### src/rtl/prog_loader_if.sv
// prog_loader_if: byte-stream input and program-memory load port of the loader.
interface prog_loader_if #(
    parameter int ADDR_W = 8,
    parameter int INST_W = 12
);
    logic              start;
    logic              in_valid;
    logic [7:0]        in_data;
    logic              in_ready;
    logic              LE;
    logic [ADDR_W-1:0] LA;
    logic [INST_W-1:0] LI;
    logic              busy;
    logic              done;
    logic              err;
    logic              cpu_hold;
    modport master (
        output start, in_valid, in_data,
        input  in_ready, LE, LA, LI, busy, done, err, cpu_hold
    );
    modport slave (
        input  start, in_valid, in_data,
        output in_ready, LE, LA, LI, busy, done, err, cpu_hold
    );
endinterface

### src/rtl/prog_loader.sv
// prog_loader: packs a framed byte stream (LEN, LEN x {HI,LO}, CSUM) into program-memory writes.
module prog_loader #(
    parameter int ADDR_W    = 8,
    parameter int INST_W    = 12,
    parameter int BASE_ADDR = 0
) (
    input logic           clk,
    input logic           rst_n,
    prog_loader_if.slave  bus
);
    typedef enum logic [2:0] {IDLE, LEN, HI, LO, WR, CSUM, DONE, ERR} state_t;
    // count is wide enough to hold 2^ADDR_W, which LEN=0 stands for
    localparam int CW = (ADDR_W > 8 ? ADDR_W : 8) + 1;
    localparam logic [CW-1:0] FULL = CW'(1) << ADDR_W;
    state_t              state_q, state_d;
    logic [CW-1:0]       count_q, count_d;
    logic [7:0]          sum_q, sum_d;
    logic [INST_W-9:0]   hi_q, hi_d;
    logic [ADDR_W-1:0]   la_q, la_d;
    logic [INST_W-1:0]   li_q, li_d;
    logic                in_ready_q, in_ready_d;
    logic                le_q, le_d;
    logic                busy_q, busy_d;
    logic                done_q, done_d;
    logic                err_q, err_d;
    logic                xfer;
    assign xfer = bus.in_valid && in_ready_q;
    always_comb begin
        state_d = state_q;
        count_d = count_q;
        hi_d    = hi_q;
        la_d    = la_q;
        li_d    = li_q;
        busy_d  = busy_q;
        done_d  = done_q;
        err_d   = err_q;
        sum_d   = xfer ? sum_q + bus.in_data : sum_q;
        case (state_q)
            IDLE, DONE, ERR: if (bus.start) begin
                state_d = LEN;
                done_d  = 1'b0;
                err_d   = 1'b0;
                sum_d   = 8'd0;
                la_d    = ADDR_W'(BASE_ADDR);
                busy_d  = 1'b1;
            end
            LEN: if (xfer) begin
                count_d = bus.in_data == 8'd0 ? FULL : CW'(bus.in_data);
                state_d = HI;
            end
            HI: if (xfer) begin
                if ((bus.in_data >> (INST_W - 8)) != 8'd0) begin
                    state_d = ERR;
                    err_d   = 1'b1;
                    busy_d  = 1'b0;
                end else begin
                    hi_d    = bus.in_data[INST_W-9:0];
                    state_d = LO;
                end
            end
            LO: if (xfer) begin
                li_d    = {hi_q, bus.in_data};
                state_d = WR;
            end
            WR: begin
                la_d    = la_q + 1'b1;
                count_d = count_q - 1'b1;
                state_d = count_q == CW'(1) ? CSUM : HI;
            end
            CSUM: if (xfer) begin
                state_d = sum_d == 8'd0 ? DONE : ERR;
                done_d  = sum_d == 8'd0;
                err_d   = sum_d != 8'd0;
                busy_d  = 1'b0;
            end
            default: state_d = IDLE;
        endcase
        in_ready_d = state_d inside {LEN, HI, LO, CSUM};
        le_d       = state_d == WR;
    end
    always_ff @(posedge clk or negedge rst_n) begin
        if (!rst_n) begin
            state_q    <= IDLE;
            count_q    <= '0;
            sum_q      <= '0;
            hi_q       <= '0;
            la_q       <= ADDR_W'(BASE_ADDR);
            li_q       <= '0;
            in_ready_q <= 1'b0;
            le_q       <= 1'b0;
            busy_q     <= 1'b0;
            done_q     <= 1'b0;
            err_q      <= 1'b0;
        end else begin
            state_q    <= state_d;
            count_q    <= count_d;
            sum_q      <= sum_d;
            hi_q       <= hi_d;
            la_q       <= la_d;
            li_q       <= li_d;
            in_ready_q <= in_ready_d;
            le_q       <= le_d;
            busy_q     <= busy_d;
            done_q     <= done_d;
            err_q      <= err_d;
        end
    end
    assign bus.in_ready = in_ready_q;
    assign bus.LE       = le_q;
    assign bus.LA       = la_q;
    assign bus.LI       = li_q;
    assign bus.busy     = busy_q;
    assign bus.done     = done_q;
    assign bus.err      = err_q;
    assign bus.cpu_hold = busy_q;
endmodule

### src/flat_wrapper.sv
// flat-port wrapper written by rule: the top's interface ports become plain ports
module prog_loader_flat 
#(
    parameter int ADDR_W    = 8,
    parameter int INST_W    = 12,
    parameter int BASE_ADDR = 0
)
  (clk, rst_n, bus_start, bus_in_valid, bus_in_data, bus_in_ready, bus_LE, bus_LA, bus_LI, bus_busy, bus_done, bus_err, bus_cpu_hold);
  prog_loader_if #(.ADDR_W(ADDR_W), .INST_W(INST_W)) bus_i ();
  input logic clk;
  input logic rst_n;
  input wire logic [$bits(bus_i.start)-1:0] bus_start;
  input wire logic [$bits(bus_i.in_valid)-1:0] bus_in_valid;
  input wire logic [$bits(bus_i.in_data)-1:0] bus_in_data;
  output wire logic [$bits(bus_i.in_ready)-1:0] bus_in_ready;
  output wire logic [$bits(bus_i.LE)-1:0] bus_LE;
  output wire logic [$bits(bus_i.LA)-1:0] bus_LA;
  output wire logic [$bits(bus_i.LI)-1:0] bus_LI;
  output wire logic [$bits(bus_i.busy)-1:0] bus_busy;
  output wire logic [$bits(bus_i.done)-1:0] bus_done;
  output wire logic [$bits(bus_i.err)-1:0] bus_err;
  output wire logic [$bits(bus_i.cpu_hold)-1:0] bus_cpu_hold;
  assign bus_i.start = bus_start;
  assign bus_i.in_valid = bus_in_valid;
  assign bus_i.in_data = bus_in_data;
  assign bus_in_ready = bus_i.in_ready;
  assign bus_LE = bus_i.LE;
  assign bus_LA = bus_i.LA;
  assign bus_LI = bus_i.LI;
  assign bus_busy = bus_i.busy;
  assign bus_done = bus_i.done;
  assign bus_err = bus_i.err;
  assign bus_cpu_hold = bus_i.cpu_hold;
  prog_loader #(.ADDR_W(ADDR_W), .INST_W(INST_W), .BASE_ADDR(BASE_ADDR)) u_core (.clk(clk), .rst_n(rst_n), .bus(bus_i));
endmodule
### config.mk
export PLATFORM = sky130hd
export DESIGN_NAME = prog_loader_flat
export DESIGN_NICKNAME = d
export VERILOG_FILES = /design/src/rtl/prog_loader_if.sv /design/src/rtl/prog_loader.sv /design/src/flat_wrapper.sv
export SDC_FILE = /design/constraint.sdc
export NUM_CORES = 1
export LEC_CHECK = 0
export BUFFER_PORTS_ARGS = -buffer_cell sky130_fd_sc_hd__buf_2
export CAP_MARGIN = 20
export CORE_AREA = 4 4 85 87
export CTS_CLUSTER_SIZE = 12
export DETAILED_ROUTE_END_ITERATION = 12
export DIE_AREA = 0 0 89 91
export PLACE_DENSITY = 0.75
export SETUP_SLACK_MARGIN = 0.2
export SYNTH_ARGS = -nofsm -noshare
export SYNTH_HDL_FRONTEND = slang
export SYNTH_SLANG_ARGS = --single-unit
### constraint.sdc
create_clock -name clk -period 4.6 [get_ports clk]
set_input_delay 1.15 -clock clk [delete_from_list [all_inputs] [get_ports clk]]
set_output_delay 1.15 -clock clk [all_outputs]
set_load 0.02 [all_outputs]
; ---- Yosys cells after proc, flatten, opt, wreduce, memory -nomap -nowiden
; Cells that the tools add are included.
[classes]
shift = 0
n_reduce_logical = 18
div_mod_pow = 0
n_lt_le_gt_ge = 0
eq_ne = 18
bitwise_logic = 1
muxes = 29
addsub = 3
multipliers = 0
[op_table]
columns = cell, n
row1 = $mux 8, 4
row2 = $mux 3, 7
row3 = $eq 3x3->1 const B, 6
row4 = $mux 9, 2
row5 = $pmux 3 s6, 1
row6 = $pmux 9 s2, 1
row7 = $logic_not 8->1, 2
row8 = $pmux 8 s2, 1
row9 = $reduce_bool 8->1, 2
row10 = $eq 3x2->1 const B, 4
row11 = $mux 1, 10
row12 = $eq 9x1->1 const B, 1
row13 = $sub 9x1->9 const B, 1
row14 = $add 8x1->8 const B, 1
row15 = $add 8x8->8, 1
row16 = $ne 2x1->1 const B, 4
row17 = $eq 3x1->1 const B, 2
row18 = $pmux 1 s3, 2
row19 = $reduce_and 2->1, 3
row20 = $reduce_and 3->1, 2
row21 = $reduce_bool 2->1, 3
row22 = $reduce_and 5->1, 1
row23 = $reduce_bool 4->1, 1
row24 = $logic_not 3->1, 1
row25 = 6 further kinds, 6
[totals]
wordCells = 80
mem_bits_rw = 0
latchBits = 0
rom_bits = 0
mem_count = 0
regBits = 49

; ---- Depth between registers and ports, before layout
; Gate-level depths: netlist of run 1.
[logic_depth]
depth_word = 8
ltp_mapped = 8
depth_no_buf = 8

; ---- Worst setup path before layout of run 1
; No wires, ideal clock.
[synth_timing]
path_kind = input to register
startpoint = in bus_in_data[4]
endpoint = reg u_core.err_q (netlist: u_core.bus.err)
arrival_ps = 2760
path_stages = 8
required_time_ps = 4472
slack_ps = 1712
cell_sequence = ha_1 > buf_2 > a21oi_1 > o21ai_0 > a221oi_1 > mux2_2 > nor4_1 > a21oi_1
[synth_between]
elab_chain_cells = 5
word_cells_on_any_way = 8
classes_between = 1 x add/sub / 1 x eq/ne / 3 x mux / 3 x reduce/logical
[synth_rtl]
columns = item, line_no
row1 = "start, declared", flat_wrapper.sv:14  ; input wire logic [$bits(bus_i.in_data)-1:0] bus_in_data;
row2 = $add 8x8->8, prog_loader.sv:37  ; sum_d = xfer ? sum_q + bus.in_data : sum_q;
row3 = $mux 8, prog_loader.sv:37
row4 = $reduce_bool 8->1, prog_loader.sv:73  ; err_d = sum_d != 8'd0;
row5 = $mux 1, prog_loader.sv:70  ; CSUM: if (xfer) begin
row6 = $pmux 1 s3, prog_loader.sv:38  ; case (state_q)
row7 = "end signal, assigned", prog_loader.sv:105  ; err_q <= err_d;
row8 = "end, declared", prog_loader.sv:25  ; logic err_q, err_d;
; Parallel ways exist; a longest one is shown, timed or not. The select of a mux whose other input is x is not followed.
; A chain may end at the register's enable or synchronous reset.

; ---- Final worst setup path of run 1
; Same ends and word-level chain as after synthesis.

==> results of run 1 <==
-- worst max path at each step --
stage / from / end / slack (ns) / cells after the start
2_1_floorplan: bus_in_data[4] / u_core.bus.err / 1.71 / 8
3_3_place_gp: bus_in_data[4] / u_core.bus.err / 1.47 / 8
3_5_place_dp: bus_in_data[4] / u_core.bus.err / 1.39 / 8
4_1_cts: bus_in_data[4] / u_core.bus.err / 1.72 / 8
5_1_grt: bus_in_data[4] / u_core.bus.err / 1.55 / 8
6_report: bus_in_data[4] / u_core.bus.err / 1.67 / 8
-- logic make-up after synthesis --
kind of cell	after synthesis	synth area share
buffers and inverters	25	0.0383
AOI/OAI and AO/OA	74	0.168
DFF	49	0.436
xor gates and xnor gates	3	0.00934
adders and majority gates	11	0.0516
muxes	18	0.0721
and+or+nand+nor	124	0.225
-- cell type report --
| cell class | instances | area [sq um] |
|---|---|---|
| fill | 588 | 3210 |
| multi-input combinational | 230 | 1480 |
| sequential | 49 | 1230 |
| timing repair buffer | 38 | 193 |
| tap | 77 | 96.3 |
| clock buffer | 5 | 68.8 |
| clock inverter | 3 | 46.3 |
| inverter | 7 | 26.3 |
-- metal layers --
layer / vias to the layer above / track usage / share of wire
met3: 7 / 0.0290 / 0.040
met1: 1149 / 0.227 / 0.47
li1: 1169 / - / -
met2: 52 / 0.247 / 0.48
met5: - / 0 / 0
met4: 0 / 0.0471 / 0.013
-- state kept, by name, indices dropped and copies added, names as in the netlist, 3 cells and up --
register	cells
u_core.state_q	3
u_core.hi_q	4
u_core.bus.LA	8
u_core.count_q	9
u_core.sum_q	8
u_core.bus.LI	12
-- per-stage QoR --
stage	power, mW	utilization
after global placement	1.62	0.476
after floorplan	1.43	-
after detailed placement	1.65	0.476
after global routing	2.12	0.494
after CTS	1.96	0.494
final	1.96	0.494
-- cell usage in the layout, fill, tap and decap left out, drive strengths merged, types with 2 or more instances in the layout --
master | netlist | final
a31oi | 7 | 7
or3 | 4 | 4
buf | 9 | 38
clkbuf | 9 | 5
o21a | 2 | 2
ha | 10 | 10
nand4 | 7 | 7
nor4 | 6 | 6
and3 | 5 | 5
o311ai | 2 | 2
o31ai | 3 | 3
nor2 | 26 | 26
dfrtp | 49 | 49
o22ai | 2 | 2
nor2b | 2 | 2
mux2 | 18 | 18
or4 | 4 | 4
nor3 | 10 | 10
a21bo | 2 | 2
inv | 7 | 7
o21ai | 19 | 19
o2111ai | 3 | 3
o211ai | 3 | 3
nand3 | 13 | 13
nand2 | 35 | 35
a21boi | 2 | 2
a21oi | 22 | 22
nor4b | 2 | 2
nor3b | 3 | 3
and2 | 4 | 4
xor2 | 2 | 2
-- power groups by stage --
stage / Combinational [mW] / Sequential, mW / Clock, mW
final: 0.878 / 0.765 / 0.313
after floorplan: 0.646 / 0.780 / 0
after global placement: 0.859 / 0.762 / 0
after CTS: 0.879 / 0.760 / 0.322
after global routing: 0.989 / 0.789 / 0.337
after detailed placement: 0.877 / 0.769 / 0
-- synthesized netlist by cell type (4+ instances only) --
library cell / number
and2_1: 4
ha_1: 10
o21ai_0: 17
nor3_1: 8
nand2_1: 35
dfrtp_1: 49
a31oi_1: 7
nand3_1: 13
and3_1: 4
clkbuf_1: 8
inv_1: 6
nor4_1: 6
or3_1: 4
buf_2: 7
mux2_2: 18
nor2_1: 26
nand4_1: 7
a21oi_1: 22
==> qor.yml, run 1 <==
placed_design:
  dp.cells: 401
  place_hpwl_mm: 4.53
  gp_congestion: 0.882
  placed_area_sq_um: 3020
  io_buffers: 37
  pre_cts_slack_ns: 1.39
floorplanning:
  die_y_um: 91
  rows: 29
  die_area_sq_um: 8100
  die_w_um: 89
  core_sq_um: 6350
  ioPinCount: 38
  initial_utilization: 0.443
finish:
  diodes: 0
  design_area_sq_um: 3140
  fin_nets: 354
  drive_gt1_frac: 0.220
  synthToLayoutAreaGrowth_pct: 11.5
  fin_cells: 409
synthesis:
  synth-edff-count: 0
  syn-cell-area_sq_um: 2810
  syn_area_per_cell_sq_um: 9.25
  synth_area_leaders: "dfrtp_1 (44%), mux2_2 (7.2%), nand2_1 (4.7%)"
  synth_top_area_frac: 0.436
  yosysTopAreaCell: "dfrtp_1"
  async_reset_ff_frac: 1.00
  seq_area_frac_synth: 0.436
  synth-seq-cells: 49
  syn-num-nets: 327
  synth_flop_cell: "dfrtp_1"
  postSynthCellCount: 304
  synth_warnings: 0
  ys_types: 53
setup_path:
  reg2reg_from: "u_core.sum_q[4]"
  r2r_end: "u_core.bus.err"
  cp_top_family: "compound AO/OA/AOI/OAI gates"
  r2r_setup_slack_ns: 2.24
  cp_data_required_time_ns: 4.78
  crit_top_cell: "a21oi_1"
  crit_fanout: 7
  crit_arrival_ns: 3.11
  critPathBufInv: 1
  critical_path_class: "primary input to flip-flop"
  r2r_cells: 7
  critPathSlowestCell: "ha_1"
  end_kind: "flip-flop"
  worstSetupStartpointType: "primary input"
  cpPeakStageDelay_ns: 0.40
  crit_chain: "buf_2 > ha_1 > a21oi_1 > o21ai_0 > a221oi_1 > mux2_2 > nor4_1 > a21oi_1"
route:
  wl_per_cell_um: 15.2
  vias_per_cell: 5.81
  post-route-drc-count: 0
  routed_wl_mm: 6.20
  antenna_left: 0
  first_iter_violations: 149
  vias: 2377
  first_pass_iters: 4
clocking:
  clkTransAtPathRegs_ns: 0.08
  h-tree-depth: 2
  clkLatencyLatePin_ns: 0.31
  cts_setup_buffers: 0
  hold_buffers: 0
  clockBufferDepth: 2
  post_cts_resized: 0
  cts.sinks: 49
  cts-root-buf: "clkbuf_8"
  cts_buffers: 5
  tritoncts: "built"
global_routing:
  grt_max_degree: 50
  grt_pass1_vias: 2201
  antenna_found_initial: 0
  grt_pass1_wl_mm: 10.5
  grtUsageTotal: 0.159
  grt_overflow_total: 0
timing:
  slew_headroom: 0.559
  min_period_ns: 2.93
  slew_viol_final: 0
  finalClockSkew_ns: 0.00930
  hold_viol: 0
  final-setup-viol-count: 0
  setup_ws_ns: 1.67
  finalCritPeriodShare: 0.637
  fmax_mhz: 341
  hold_slack_ns: 0.485
  rsz0062_at_grt: "false"
  tns_ns: 0
  worst_slew_pin_slew_ns: 0.661
power_and_ir_drop:
  switching_share: 0.429
  p_sw_uw: 839
  p_clk_frac: 0.160
  internal_power_mw: 1.12
  p_seq_frac: 0.391
  ir_worst_vdd_mv: 0.298
  powerDensity_nw_per_um2: 624
  p_leak_nw: 1.43
  power_frac_comb: 0.449
flow_run:
  cap_violations: 0
worst_hold_path:
  hold_end: "u_core.bus.LA[7]"
  hp-start: "u_core.bus.LA[7]"
  min_path_type: "flip-flop to flip-flop"
  min_path_cells: 1
outcome:
  status: "finished clean"
(Power assumes the default switching activity.)
==> run 2: changes to the inputs <==
- PLACE_DENSITY: 0.75 -> 0.77
- clock period: 4.6 -> 2.52 ns (I/O delays scaled with it)
==> run 2 against run 1 <==
Compared with the run above: non-clock buffer count rose by 17; hold slack got worse by 0.068 ns; register-to-register slack got worse by 2.0 ns; sequential power rose by 78%; largest power group unchanged; worst setup slack got worse by 1.4 ns; clock power rose by 85%; critical endpoint is now u_core.bus.done; clock-buffer cell count did not move; cell count rose by 4.2%; die area did not move; cell area rose by 4.4%.
==> qor.yml, run 2 (synthesis results as in run 1) <==
timing:
  rsz0062_at_grt: "false"  # unchanged
  setup_ws_ns: 0.275  # was 1.67 ns
  hold_slack_ns: 0.417  # was 0.485 ns
  slew_headroom: 0.580  # was 0.559
  slew_viol_final: 0  # unchanged
  finalCritPeriodShare: 0.891
  fmax_mhz: 446
  finalClockSkew_ns: 0.0107  # was 0.00930 ns
  min_period_ns: 2.24
  hold_viol: 0  # unchanged
  final-setup-viol-count: 0  # unchanged
  worst_slew_pin_slew_ns: 0.630  # was 0.661 ns
global_routing:
  grt_overflow_total: 0  # unchanged
  grt_pass1_wl_mm: 10.9  # was 10.5 mm
  grt_max_degree: 50  # unchanged
  grt_pass1_vias: 2267  # was 2201
  grtUsageTotal: 0.169  # was 0.159
  antenna_found_initial: 0  # unchanged
clocking:
  cts.sinks: 49  # unchanged
  hold_buffers: 0  # unchanged
  clkLatencyLatePin_ns: 0.31  # about the same
  tritoncts: "built"  # unchanged
  post_cts_resized: 0  # unchanged
  clockBufferDepth: 2  # unchanged
  cts_setup_buffers: 0  # unchanged
  cts-root-buf: "clkbuf_8"  # unchanged
  cts_buffers: 5  # unchanged
  clkTransAtPathRegs_ns: 0.10  # was 0.08 ns
  h-tree-depth: 2  # unchanged
flow_run:
  cap_violations: 0  # unchanged
setup_path:
  reg2reg_from: "u_core.sum_q[3]"  # was u_core.sum_q[4]
  crit_fanout: 7  # unchanged
  cp_data_required_time_ns: 2.78  # was 4.78 ns
  r2r_setup_slack_ns: 0.29  # was 2.24 ns
  critPathSlowestCell: "ha_1"  # unchanged
  worstSetupStartpointType: "primary input"  # unchanged
  critical_path_class: "primary input to flip-flop"  # unchanged
  crit_chain: "buf_2 > ha_1 > nand4_1 > o21ai_1 > mux2_2 > and3_1 > nor4_1 > a21bo_1"  # was buf_2 > ha_1 > a21oi_1 > o21ai_0 > a221oi_1 > mux2_2 > nor4_1 > a21oi_1
  crit_arrival_ns: 2.50  # was 3.11 ns
  cp_top_family: "simple AND/OR/NAND/NOR gates"  # was compound AO/OA/AOI/OAI gates
  r2r_cells: 7  # unchanged
  r2r_end: "u_core.bus.done"  # was u_core.bus.err
  cpPeakStageDelay_ns: 0.43  # was 0.40 ns
  critPathBufInv: 1  # unchanged
  startpoint: "bus_in_data[5]"  # was bus_in_data[4]
  end_kind: "flip-flop"  # unchanged
power_and_ir_drop:
  power_mw: 3.70  # was 1.96 mW
  internal_power_mw: 2.13  # was 1.12 mW
  powerDensity_nw_per_um2: 1130  # was 624 nW/um^2
  switching_share: 0.426  # was 0.429
  p_sw_mw: 1.58  # was 839 uW
  ir_worst_vdd_mv: 0.470  # was 0.298 mV
  p_seq_frac: 0.367  # was 0.391
  p_clk_frac: 0.157  # was 0.160
  power_frac_comb: 0.476  # was 0.449
  p_leak_nw: 1.52  # was 1.43 nW
route:
  first_iter_violations: 85  # was 149
  wl_per_cell_um: 15.6  # was 15.2 um
  vias: 2440  # was 2377
  first_pass_iters: 4  # unchanged
  post-route-drc-count: 0  # unchanged
  antenna_left: 0  # unchanged
  routed_wl_mm: 6.66  # was 6.20 mm
  vias_per_cell: 5.73  # was 5.81
finish:
  post-route-util: 0.515  # was 0.494
  diodes: 0  # unchanged
  largest_reg_flops: 12  # unchanged
  most-common-layout-cells: "dfrtp_1 (49), buf_2 (37), nand2_1 (35)"  # unchanged
  synthToLayoutAreaGrowth_pct: 16.4  # was 11.5%
  fin_nets: 371  # was 354
  layout_commonest_cell: "dfrtp_1"  # unchanged
  drive_gt1_frac: 0.264  # was 0.220
  design_area_sq_um: 3270  # was 3140 sq um
  nFillCells: 570  # was 588
placed_design:
  pre_cts_slack_ns: -0.0206  # was 1.39 ns
  place_hpwl_mm: 4.94  # was 4.53 mm
  placed_area_sq_um: 3150  # was 3020 sq um
  gp_congestion: 0.925  # was 0.882
  io_buffers: 37  # unchanged
worst_hold_path:
  min_path_type: "primary input to async pin"  # was flip-flop to flip-flop
floorplanning:
  ioPinCount: 38  # unchanged
  die_w_um: 89  # unchanged
  die_y_um: 91  # unchanged
  initial_utilization: 0.443  # unchanged
  die_area_sq_um: 8100  # unchanged
  rows: 29  # unchanged
  core_sq_um: 6350  # unchanged
outcome:
  status: "finished clean"  # unchanged
run 2: worst reg2reg max path: stages (launching register included):
cell	delay, ns
dfrtp_1	0.42
ha_1	0.43
nand4_1	0.13
o21ai_1	0.17
mux2_2	0.34
and3_1	0.22
nor4_1	0.32
a21bo_1	0.15
run 2: layout make-up:
cell class / instances / area (sq um) / area share
clock inverter: 3 / 46.3 / 0.0141
timing repair buffer: 55 / 320 / 0.0979
inverter: 7 / 26.3 / 0.00803
sequential: 49 / 1230 / 0.375
multi-input combinational: 230 / 1490 / 0.455
clock buffer: 5 / 68.8 / 0.0210
tap: 77 / 96.3 / 0.0294
run 2: per-layer routing:
layer	global-route usage	vias to the layer above	part of all wire
li1	-	1197	-
met1	0.229	1179	0.45
met2	0.270	55	0.49
met3	0.0326	9	0.047
met4	0.0558	0	0.017
met5	0	-	0
run 2: through the flow:
step | TNS (ns) | cells
3_5_place_dp | -0.0332 | 418
4_1_cts | 0 | 426
3_3_place_gp | 0 | 418
2_1_floorplan | 0 | 304
6_report | 0 | 426
5_1_grt | 0 | 426
run 2: how the worst max path moves through the flow:
stage / end / slack, ns / cells after the start
detailed placement: u_core.bus.done / -0.02 / 8
CTS: u_core.bus.done / 0.31 / 8
global placement: u_core.bus.err / 0.01 / 8
floorplan: u_core.bus.err / 0.20 / 8
global route: u_core.bus.done / 0.22 / 7
finish: u_core.bus.done / 0.28 / 8
run 2: power groups by stage:
stage / registers, mW / logic [mW] / clock network (mW)
CTS: 1.36 / 1.75 / 0.595
finish: 1.36 / 1.76 / 0.579
global placement: 1.35 / 1.69 / 0
global route: 1.40 / 1.95 / 0.623
floorplan: 1.42 / 1.18 / 0
detailed placement: 1.37 / 1.74 / 0
==> run 3: changes to the inputs <==
==> constraint.sdc (replaced) <==
create_clock -name clk -period 2.52 [get_ports clk]
set_input_delay 0.126 -clock clk [delete_from_list [all_inputs] [get_ports clk]]
set_output_delay 0.126 -clock clk [all_outputs]
set_load 0.02 [all_outputs]
==> run 3 against run 2 <==
Compared with the run above: first-iteration DRC count up 61%; fmax up 1.8%; highest routed layer unchanged; clock-buffer cell count unchanged; hold slack worse by 0.29 ns; flip-flop and latch count unchanged; power up 2.3%; clock skew up 0.0013 ns; cell count down 2.6%; global-route usage up 0.73 points; via count up 0.49%.
==> qor.yml, run 3 (synthesis results as in run 1) <==
outcome:
  status: "finished clean"  # unchanged
worst_hold_path:
  hold_end: "u_core.count_q[2]"
  min_path_type: "primary input to flip-flop"  # was primary input to async pin
  min_path_cells: 3
  hp-start: "bus_in_data[2]"
finish:
  largest_reg_flops: 12  # unchanged
  fin_nets: 359  # was 371
  layout_commonest_cell: "dfrtp_1"  # unchanged
  seqCellArea_sq_um: 1230  # unchanged
  drive_gt1_frac: 0.246  # was 0.264
  synthToLayoutAreaGrowth_pct: 14.8  # was 16.4%
  multi_input_area_sq_um: 1510  # was 1490 sq um
  nFillCells: 589  # was 570
  most-common-layout-cells: "dfrtp_1 (49), buf_2 (37), nand2_1 (35)"  # unchanged
timing:
  min_period_ns: 2.20  # was 2.24 ns
  slew_viol_final: 0  # unchanged
  tns_ns: 0  # unchanged
  worst_slew_pin_slew_ns: 0.630  # about the same
  setup_ws_ns: 0.315  # was 0.275 ns
  final-setup-viol-count: 0  # unchanged
  slew_headroom: 0.580  # about the same
  fmax_mhz: 454  # was 446 MHz
  rsz0062_at_grt: "false"  # unchanged
  hold_viol: 0  # unchanged
  finalClockSkew_ns: 0.0119  # was 0.0107 ns
  finalCritPeriodShare: 0.875  # was 0.891
floorplanning:
  die_w_um: 89  # unchanged
  die_y_um: 91  # unchanged
  rows: 29  # unchanged
  die_area_sq_um: 8100  # unchanged
  core_sq_um: 6350  # unchanged
  ioPinCount: 38  # unchanged
  initial_utilization: 0.443  # unchanged
global_routing:
  antenna_found_initial: 1  # was 0
  grt_pass1_wl_mm: 11.3  # was 10.9 mm
  grt_pass1_vias: 2355  # was 2267
  top_usage_layer: "met2"  # unchanged
  grt_max_degree: 50  # unchanged
  grt_overflow_total: 0  # unchanged
  use_met3: 0.0299  # was 0.0326
  grt_util_met2: 0.287  # was 0.270
  met1_usage: 0.230  # was 0.229
  grtUsageTotal: 0.176  # was 0.169
setup_path:
  crit_chain: "ha_1 > nand4_1 > o21ai_1 > mux2_2 > and3_1 > nor4_2 > a21bo_1"  # was buf_2 > ha_1 > nand4_1 > o21ai_1 > mux2_2 > and3_1 > nor4_1 > a21bo_1
  r2r_end: "u_core.bus.done"  # unchanged
  worstSetupStartpointType: "flip-flop"  # was primary input
  reg2reg_from: "u_core.sum_q[3]"  # unchanged
  critPathSlowestCell: "dfrtp_1"  # was ha_1
  cp_top_family: "simple AND/OR/NAND/NOR gates"  # unchanged
  crit_fanout: 7  # unchanged
  critPathBufInv: 0  # was 1
  end_kind: "flip-flop"  # unchanged
  r2r_cells: 7  # unchanged
  critical_path_class: "flip-flop to flip-flop"  # was primary input to flip-flop
  cp_data_required_time_ns: 2.77  # was 2.78 ns
  crit_arrival_ns: 2.45  # was 2.50 ns
  cpPeakStageDelay_ns: 0.42  # was 0.43 ns
  r2r_setup_slack_ns: 0.32  # was 0.29 ns
clocking:
  tritoncts: "built"  # unchanged
  cts_setup_buffers: 0  # unchanged
  clkLatencyLatePin_ns: 0.31  # about the same
  clkTransAtPathRegs_ns: 0.10  # about the same
  cts_buffers: 5  # unchanged
  h-tree-depth: 2  # unchanged
  cts-root-buf: "clkbuf_8"  # unchanged
  cts.sinks: 49  # unchanged
  clockBufferDepth: 2  # unchanged
placed_design:
  pre_cts_slack_ns: 0.197  # was -0.0206 ns
  place_hpwl_mm: 4.83  # was 4.94 mm
  gp_congestion: 0.933  # was 0.925
  io_buffers: 37  # unchanged
flow_run:
  cap_violations: 0  # unchanged
power_and_ir_drop:
  p_leak_nw: 1.47  # was 1.52 nW
  ir_worst_vdd_mv: 0.444  # was 0.470 mV
  powerDensity_nw_per_um2: 1170  # was 1130 nW/um^2
route:
  first_iter_violations: 137  # was 85
  antenna_left: 0  # unchanged
  post-route-drc-count: 0  # unchanged
  wl_per_cell_um: 16.4  # was 15.6 um
  vias_per_cell: 5.91  # was 5.73
  vias: 2452  # was 2440
  first_pass_iters: 4  # unchanged
  routed_wl_mm: 6.79  # was 6.66 mm
## run 3: metal layers
layer	vias up	routed length (um)	share of wire
met5	-	0	0
met4	0	125	0.018
met3	11	246	0.036
met2	51	3470	0.51
met1	1211	2950	0.43
li1	1179	-	-
## run 3: worst max path at each step
stage / end / cells after the start / from
2_1_floorplan: u_core.bus.err / 8 / u_core.sum_q[4]
3_3_place_gp: u_core.bus.err / 7 / u_core.sum_q[4]
3_5_place_dp: u_core.bus.done / 7 / u_core.sum_q[2]
4_1_cts: u_core.bus.done / 7 / u_core.sum_q[4]
5_1_grt: u_core.bus.err / 7 / u_core.sum_q[4]
6_report: u_core.bus.done / 7 / u_core.sum_q[3]
## run 3: worst min-delay path: stages
cell	delay (ns)
buf_2	0.13
nand2_1	0.06
nand3_1	0.07
## run 3: cell type report
cell class / instances / area share
Sequential cell: 49 / 0.380
Tap cell: 77 / 0.0298
Multi-Input combinational cell: 230 / 0.467
Clock inverter: 3 / 0.0213
Inverter: 7 / 0.00814
Antenna cell: 1 / 0.000775
Clock buffer: 5 / 0.0213
Timing Repair Buffer: 43 / 0.0721
## run 3: where the power goes
part           internal (mW)  switching [mW]
clock network          0.400           0.287
logic                  0.717            1.02
registers               1.08           0.288
total                   2.19            1.60
## run 3: repair_timing
item                                    in CTS  in global routing
endpoints found under the setup margin       1                  4
hold buffers                                 1                  0
pin swaps                                    0                  0
resized for setup                            1                  5
endpoints found under the hold margin       49                  0
## run 3: through the flow
step | hold slack (ns) | cell area, sq um | std cells | power, mW | utilization
global placement | 0.270 | 3050 | 405 | 2.99 | 0.480
global route | 0.112 | 3230 | 415 | 4.08 | 0.508
floorplan | -0.170 | 2810 | 304 | 2.60 | -
detailed placement | 0.282 | 3050 | 405 | 3.06 | 0.480
finish | 0.126 | 3230 | 415 | 3.79 | 0.508
CTS | 0.124 | 3200 | 414 | 3.75 | 0.505
